`src/rtl/mat_result_serializer_pkg.sv`:
```
// Shared constants and types for the 3x3 matrix result serializer.
// Result width covers the sum of three DATA_W x DATA_W products.
package mat_result_serializer_pkg;

  localparam int unsigned DATA_W    = 4;
  localparam int unsigned RES_W     = 2 * DATA_W + 2;
  localparam int unsigned MAT_N     = 3;
  localparam int unsigned MAT_ELEMS = MAT_N * MAT_N;
  localparam int unsigned IDX_W     = 4;

  typedef enum logic [0:0] {
    StIdle = 1'b0,
    StSend = 1'b1
  } state_e;

  typedef logic [RES_W-1:0] res_t;

endpackage : mat_result_serializer_pkg

```
`src/rtl/mat_result_serializer_if.sv`:
```
// Valid/ready output stream of the result serializer, with element coordinates.
// master = serializer side, slave = consumer side.
interface mat_result_serializer_if
  import mat_result_serializer_pkg::*;
#(
  parameter int unsigned ResW = RES_W
) ();

  logic [ResW-1:0] out_data;
  logic            out_valid;
  logic            out_ready;
  logic [1:0]      out_row;
  logic [1:0]      out_col;
  logic            out_last;

  modport master (
    output out_data,
    output out_valid,
    output out_row,
    output out_col,
    output out_last,
    input  out_ready
  );

  modport slave (
    input  out_data,
    input  out_valid,
    input  out_row,
    input  out_col,
    input  out_last,
    output out_ready
  );

endinterface : mat_result_serializer_if

```
`src/rtl/mat_result_serializer_rowcol_counter.sv`:
```
// Row/column position counter over an MAT_N x MAT_N matrix in row-major order.
// Clear has priority over enable; last flags the bottom-right element.
module rowcol_counter
  import mat_result_serializer_pkg::*;
(
  input  logic       clk,
  input  logic       rst_n,
  input  logic       clr_i,
  input  logic       en_i,
  output logic [1:0] row_o,
  output logic [1:0] col_o,
  output logic       last_o
);

  localparam logic [1:0] MaxIdx = 2'(MAT_N - 1);

  logic [1:0] row_q, row_d;
  logic [1:0] col_q, col_d;

  always_comb begin
    row_d = row_q;
    col_d = col_q;
    if (clr_i) begin
      row_d = '0;
      col_d = '0;
    end else if (en_i) begin
      if (col_q == MaxIdx) begin
        col_d = '0;
        row_d = (row_q == MaxIdx) ? 2'd0 : row_q + 2'd1;
      end else begin
        col_d = col_q + 2'd1;
      end
    end
  end

  always_ff @(posedge clk or negedge rst_n) begin
    if (!rst_n) begin
      row_q <= '0;
      col_q <= '0;
    end else begin
      row_q <= row_d;
      col_q <= col_d;
    end
  end

  assign row_o  = row_q;
  assign col_o  = col_q;
  assign last_o = (row_q == MaxIdx) && (col_q == MaxIdx);

endmodule : rowcol_counter

```
`src/rtl/mat_result_serializer.sv`:
```
// Captures nine parallel result words on done and streams them row-major over
// valid/ready. A done arriving mid-drain is dropped and flagged as overrun.
module mat_result_serializer
  import mat_result_serializer_pkg::*;
(
  input  logic                       clk,
  input  logic                       rst_n,
  input  logic                       done,
  input  logic [MAT_ELEMS*RES_W-1:0] res_in,
  input  logic                       clr_ovr,
  output logic                       busy,
  output logic                       overrun,
  mat_result_serializer_if.master    out_if
);

  localparam logic [IDX_W-1:0] LastIdx = IDX_W'(MAT_ELEMS - 1);

  state_e           state_q, state_d;
  res_t             buf_q [MAT_ELEMS];
  res_t             buf_d [MAT_ELEMS];
  logic [IDX_W-1:0] idx_q, idx_d;
  logic             ovr_q, ovr_d;

  logic       hs, final_hs, load, ovr_set;
  logic       rc_clr, rc_en;
  logic [1:0] row, col;
  logic       last;

  rowcol_counter u_rowcol_counter (
    .clk    (clk),
    .rst_n  (rst_n),
    .clr_i  (rc_clr),
    .en_i   (rc_en),
    .row_o  (row),
    .col_o  (col),
    .last_o (last)
  );

  always_comb begin
    state_d  = state_q;
    buf_d    = buf_q;
    idx_d    = idx_q;
    ovr_d    = ovr_q;
    rc_clr   = 1'b0;
    rc_en    = 1'b0;
    load     = 1'b0;
    ovr_set  = 1'b0;
    hs       = (state_q == StSend) && out_if.out_ready;
    final_hs = hs && (idx_q == LastIdx);

    unique case (state_q)
      StIdle: begin
        if (done) begin
          load    = 1'b1;
          state_d = StSend;
        end
      end
      StSend: begin
        if (final_hs) begin
          // A done coinciding with the last handshake chains straight into the next matrix.
          if (done) begin
            load = 1'b1;
          end else begin
            state_d = StIdle;
            idx_d   = '0;
            rc_clr  = 1'b1;
          end
        end else begin
          if (hs) begin
            idx_d = idx_q + 4'd1;
            rc_en = 1'b1;
          end
          if (done) begin
            ovr_set = 1'b1;
          end
        end
      end
    endcase

    if (load) begin
      for (int k = 0; k < MAT_ELEMS; k++) begin
        buf_d[k] = res_in[k*RES_W +: RES_W];
      end
      idx_d  = '0;
      rc_clr = 1'b1;
    end

    if (ovr_set) begin
      ovr_d = 1'b1;
    end else if (clr_ovr) begin
      ovr_d = 1'b0;
    end
  end

  always_ff @(posedge clk or negedge rst_n) begin
    if (!rst_n) begin
      state_q <= StIdle;
      idx_q   <= '0;
      ovr_q   <= 1'b0;
      for (int k = 0; k < MAT_ELEMS; k++) begin
        buf_q[k] <= '0;
      end
    end else begin
      state_q <= state_d;
      idx_q   <= idx_d;
      ovr_q   <= ovr_d;
      buf_q   <= buf_d;
    end
  end

  // Outputs decode registered state only; out_ready never reaches them combinationally.
  assign out_if.out_valid = (state_q == StSend);
  assign out_if.out_data  = (state_q == StSend) ? buf_q[idx_q] : '0;
  assign out_if.out_row   = row;
  assign out_if.out_col   = col;
  assign out_if.out_last  = (state_q == StSend) && last;
  assign busy             = (state_q == StSend);
  assign overrun          = ovr_q;

endmodule : mat_result_serializer

```
`src/flat_wrapper.sv`:
```
// flat-port wrapper written by rule: the top's interface ports become plain ports
module mat_result_serializer_flat import mat_result_serializer_pkg::*;
  (clk, rst_n, done, res_in, clr_ovr, busy, overrun, out_if_out_data, out_if_out_valid, out_if_out_row, out_if_out_col, out_if_out_last, out_if_out_ready);
  mat_result_serializer_if out_if_i ();
  input  logic clk;
  input  logic rst_n;
  input  logic done;
  input  logic [MAT_ELEMS*RES_W-1:0] res_in;
  input  logic clr_ovr;
  output logic busy;
  output logic overrun;
  output wire logic [$bits(out_if_i.out_data)-1:0] out_if_out_data;
  output wire logic [$bits(out_if_i.out_valid)-1:0] out_if_out_valid;
  output wire logic [$bits(out_if_i.out_row)-1:0] out_if_out_row;
  output wire logic [$bits(out_if_i.out_col)-1:0] out_if_out_col;
  output wire logic [$bits(out_if_i.out_last)-1:0] out_if_out_last;
  input wire logic [$bits(out_if_i.out_ready)-1:0] out_if_out_ready;
  assign out_if_out_data = out_if_i.out_data;
  assign out_if_out_valid = out_if_i.out_valid;
  assign out_if_out_row = out_if_i.out_row;
  assign out_if_out_col = out_if_i.out_col;
  assign out_if_out_last = out_if_i.out_last;
  assign out_if_i.out_ready = out_if_out_ready;
  mat_result_serializer u_core (.clk(clk), .rst_n(rst_n), .done(done), .res_in(res_in), .clr_ovr(clr_ovr), .busy(busy), .overrun(overrun), .out_if(out_if_i));
endmodule
```
`config.mk`:
```
export PLATFORM = sky130hd
export DESIGN_NAME = mat_result_serializer_flat
export DESIGN_NICKNAME = d
export VERILOG_FILES = /design/src/rtl/mat_result_serializer_pkg.sv /design/src/rtl/mat_result_serializer_if.sv /design/src/rtl/mat_result_serializer_rowcol_counter.sv /design/src/rtl/mat_result_serializer.sv /design/src/flat_wrapper.sv
export SDC_FILE = /design/constraint.sdc
export NUM_CORES = 1
export LEC_CHECK = 0
export ABC_AREA = 1
export BUFFER_PORTS_ARGS = -buffer_cell sky130_fd_sc_hd__buf_2
export CORE_UTILIZATION = 45
export DETAILED_ROUTE_END_ITERATION = 7
export PLACE_DENSITY = 0.68
export REMOVE_ABC_BUFFERS = 1
export SYNTH_ARGS = -nofsm -noshare
export SYNTH_HDL_FRONTEND = slang
export SYNTH_SLANG_ARGS = --single-unit
```
`constraint.sdc`:
```
create_clock -name clk -period 2.4 [get_ports clk]
set_input_delay 0.72 -clock clk [delete_from_list [all_inputs] [get_ports clk]]
set_output_delay 0.72 -clock clk [all_outputs]
set_load 0.05 [all_outputs]
```
# After elaboration in Yosys (flattened, before gate mapping)

Index checks and enable logic that the tools add are counted.
Widths: inputs -> output; s select.

Multiplexer cells: 32
Add/subtract/negate cells: 3
Equal/unequal tests: 4
Reduce and logical (&&, ||, !) cells: 11
Magnitude comparators: 1
Bitwise logic cells: 2

Operators with widths:

| cell                | count |
|---|---|
| $bmux 10 s4         | 1 |
| $mux 10             | 3 |
| $mux 4              | 5 |
| $mux 1              | 14 |
| $mux 2              | 7 |
| $reduce_bool 2->1   | 4 |
| $ge 5x5->1 const B  | 1 |
| $not 4->5           | 1 |
| $add 2x1->2 const B | 2 |
| $add 4x1->4 const B | 1 |
| $eq 2x2->1 const B  | 2 |
| $eq 4x4->1 const B  | 1 |
| $logic_and 1x1->1   | 4 |
| $pmux 1 s2          | 2 |
| $ne 3x3->1 const B  | 1 |
| $reduce_and 3->1    | 1 |
| $reduce_bool 3->1   | 1 |
| $reduce_and 2->1    | 1 |
| $not 1->1           | 1 |

Bits of input ports: 95
Flip-flop bits (word level): 100
Word-level logic and storage cells: 67

# Logic depth before layout (Yosys ltp)

Word-level depth: 7
Depth in mapped cells: 11
Depth with buffers taken out: 9

# By module

A second synthesis with hierarchy kept.

Cells, all modules: 652
Area, all modules: 4,941.0 sq um

By module, submodules not included:

| module                | area an instance (sq um) | cells each | instances |
|---|---|---|---|
| mat_result_serializer | 4,734.5                  | 624        | 1 |
| rowcol_counter        | 206.4                    | 28         | 1 |

# Worst setup path after synthesis

OpenSTA, ideal clock, no wires.

Path kind: register to output
Start point: reg u_core.idx_q[0]
End point: out out_if_out_data[0]
Data required time: 1.680 ns
Slack: -0.333 ns
Data arrival time: 2.013 ns
Cell stages (with the launch flop): 5
Cell sequence: dfrtp_1 buf_2 nor4_2 nand2_1 a21oi_1

Longest elaborated chain between the ends: 5

Ends and longest elaborated chain:

| element                                     | line                         | text |
|---|---|---|
| start: declaration                          | mat_result_serializer.sv:21  | `logic [IDX_W-1:0] idx_q, idx_d;` |
| start signal: assignment                    | mat_result_serializer.sv:105 | `idx_q <= idx_d;` |
| $not 4->5 (implied by the code)             | mat_result_serializer.sv:113 | `assign out_if.out_data = (state_q == StSend) ? buf_q[idx_q] : '0;` |
| $bmux 10 s4                                 | mat_result_serializer.sv:113 |  |
| $mux 10 (implied by the code) (2 in series) | mat_result_serializer.sv:113 |  |
| $mux 10                                     | mat_result_serializer.sv:113 |  |
| end: declaration                            | flat_wrapper.sv:12           | `output wire logic [$bits(out_if_i.out_data)-1:0] out_if_out_data;` |

No other way between the ends. The select of a mux whose other input is x is not followed.

# Final worst setup path

Same ends and word-level chain as after synthesis.

==> results.yml <==
floorplanning:
  initial_core_util_pct: 46.9
  num_io_pins: 113
  dieArea_sq_mm: 0.0119
  core_sq_mm: 0.0110
  num_rows: 38
  die_h_um: 109
  die_w_um: 109
synth:
  syn_inst: 644
  synth_area_leaders: "dfrtp_1 49%, a21oi_2 12%, nand2_1 11%, nand3_1 8.2%, nor2_1 6.9%"
  synth_top_area_cell: "dfrtp_1"
  synth_flop_cell: "dfrtp_1"
  synth-edff-count: 0
  synth_top_family_by_area: "simple AND/OR/NAND/NOR gates"
  synth_most_common_cell: "nand2_1"
  yosys.area_share.simple_pct: 26.3
  synth_xor_area_share_pct: 0.340
  ys_types: 23
  syn_avg_cell_area_sq_um: 7.99
  synthAdderAreaFrac_pct: 0.486
  synth_common_cells: "144 x nand2_1, 100 x dfrtp_1, 95 x nor2_1"
  synth_compound_area_share_pct: 13.9
  yosys.area.top_type_share_pct: 48.6
  ys_seq_area_share_pct: 48.6
  synth_warnings: 0
  synth_area_sq_mm: 0.00515
  synth.area.mux_share_pct: 0
  async_flop_share_pct: 100
  ys_ff_latch: 100
worst_setup_path:
  r2r-start: "u_core.idx_q[1]"
  r2r_slack_ns: 0.25
  cp_common_cell: "nand3_1"
  critPathMaxFanout: 23
  reg2reg_to: "u_core.buf_q[23]"
  cp_cell_sequence: "inv_2, buf_12, nand2_1, nand3_1, nand3_1, nand3_1, a21oi_2, buf_6"
  required_ns: 1.68
  cp-start-kind: "flop"
  slowest_stage: "dfrtp_2"
  worstSetupEndpointType: "output pin"
  slowest_delay_ns: 0.47
  r2r_cells: 9
  arrival_ns: 1.82
  critical_path_class: "flop to output pin"
cts:
  clk_latency_ns: 0.34
  cts_max_path_buffers: 2
  cts_tree: "yes"
  htree_levels: 3
  cts.sinks: 100
  cts_made_buffers: 9
  clk_pin_slew_worst_paths_ns: 0.06
  cts_hold_buf: 0
  cts_setup_buffers: 0
  root_buffer: "clkbuf_16"
global_routing:
  grt_pass1_wl_um: 21000
  antenna_found_initial: 0
  first_global_vias: 4473
  grt_use_total_pct: 22.9
  grt_max_degree: 55
  grt.overflow.total: 0
sta:
  hold_viol: 0
  rsz0062_at_grt: "yes"
  fin_tns_setup_ns: -1.17
  fmax_ghz: 0.393
  clock_skew_ns: 0.00522
  min_period_ns: 2.54
  finalMaxSlewViolations: 0
  finalCritPeriodShare_pct: 106
  relSlewSlack_pct: 58.4
  finalWorstSetupSlack_ns: -0.142
  setup_viol: 10
  tightest_slew_ns: 0.623
  holdWs_ns: 0.282
power_and_ir_drop:
  power.density_mw_per_mm2: 1450
  irDropWorstVdd_mv: 1.04
  p_leak_nw: 3.37
place:
  dp_hpwl_um: 9040
  routabilityCongestion: 0.807
  portBuffers: 112
detailed_routing:
  viasPerCell: 5.00
  vias: 4476
  drcViolationCount: 0
  drt-total-wl_um: 12800
  drtAntennaViolNets: 0
  avgRoutedWirePerCell_um: 14.3
  drt_pass1_iterations: 5
  drtIter0Drc: 250
status:
  violations: "setup timing"
  outcome: "finished with violations"
run:
  drv_cap: 0
finish:
  n_fill_cell: 989
  num-nets-final: 847
  num_antenna_cells: 0
  utilization_pct: 58.4
  area_delta_synth_final_pct: 24.5
  drive_gt1_share_pct: 33.0
min_path:
  hp-class: "primary input to async pin"
==> critical path, delay by kind of cell, from the launching register on <==
| kind | cells | cell delay (ns) |
|---|---|---|
| DFF | 1 | 0.47 |
| buffers and inverters | 3 | 0.42 |
| and+or+nand+nor | 4 | 0.39 |
| AOI/OAI and AO/OA | 1 | 0.20 |
==> how the worst max path moves through the flow <==
stage | startpoint | endpoint | slack [ns] | cells past startpoint
6_report | u_core.idx_q[0] | out_if_out_data[0] | -0.14 | 8
5_1_grt | u_core.idx_q[0] | out_if_out_data[0] | -0.24 | 8
4_1_cts | u_core.idx_q[0] | out_if_out_data[5] | -0.13 | 5
3_5_place_dp | u_core.idx_q[0] | out_if_out_data[5] | 0.04 | 5
3_3_place_gp | u_core.idx_q[0] | out_if_out_data[1] | 0.05 | 5
2_1_floorplan | u_core.idx_q[0] | u_core.buf_q[10] | -2.61 | 7
==> where the power goes <==
group | internal (W) | switching, W
clock | 0.000936 | 0.000594
sequential | 0.00253 | 0.000357
combinational | 0.00178 | 0.00309
==> repair_timing <==
action                                  CTS  global route
hold endpoints to repair                  0             0
pin swaps                                10             5
resized for setup                        34            14
endpoints found under the setup margin   10            10
==> logic make-up after synthesis <==
group | count (synthesis)
AO/OA/AOI/OAI | 89
XOR/XNOR | 2
buffers and inverters | 123
adder cells (fa/ha/maj) | 2
AND/OR/NAND/NOR | 328
flip-flops | 100
==> cells in the final DEF (no fill, tap or decap), drive strengths merged <==
cell type,n
o22ai,3
dfrtp,100
ha,2
nor2,95
bufinv,2
a21oi,82
nand4,2
clkinv,4
nand3,84
inv,82
xor2,2
clkbuf,11
nand2,146
buf,135
o21ai,4
nor4,1
==> cell type report <==
class | count | area (sq um) | area share [%]
flip-flops and latches | 100 | 2500 | 39.1
multi-input cells | 421 | 2210 | 34.5
repair buffers | 135 | 886 | 13.8
inverters | 83 | 313 | 4.88
clock buffers | 11 | 243 | 3.79
well taps | 140 | 175 | 2.73
clock inverters | 5 | 75.1 | 1.17
==> stage by stage <==
| step | instance area, sq um | setup slack, ns | total power (W) | instances |
|---|---|---|---|---|
| 2_1_floorplan | 4930 | -2.61 | 0.00599 | 604 |
| 3_3_place_gp | 5930 | 0.0497 | 0.00713 | 879 |
| 3_5_place_dp | 5930 | 0.0446 | 0.00725 | 879 |
| 4_1_cts | 6360 | -0.127 | 0.00921 | 895 |
| 5_1_grt | 6410 | -0.236 | 0.00996 | 895 |
| 6_report | 6410 | -0.142 | 0.00929 | 895 |
==> sequential cells by signal (all words and copies together), names as in the netlist <==
name,count
u_core.busy,1
u_core.u_rowcol_counter.col_o,2
u_core.overrun,1
u_core.u_rowcol_counter.row_o,2
u_core.buf_q,90
u_core.idx_q,4
==> routing by layer <==
| metal | vias to the layer above | track usage (%) | part of all wire [%] |
|---|---|---|---|
| met5 | - | 0 | 0 |
| met4 | 0 | 7.24 | 1.8 |
| met2 | 154 | 36.6 | 46 |
| met3 | 20 | 5.08 | 5.6 |
| met1 | 2085 | 31.0 | 47 |
| li1 | 2217 | - | - |
(Power assumes the default switching activity.)
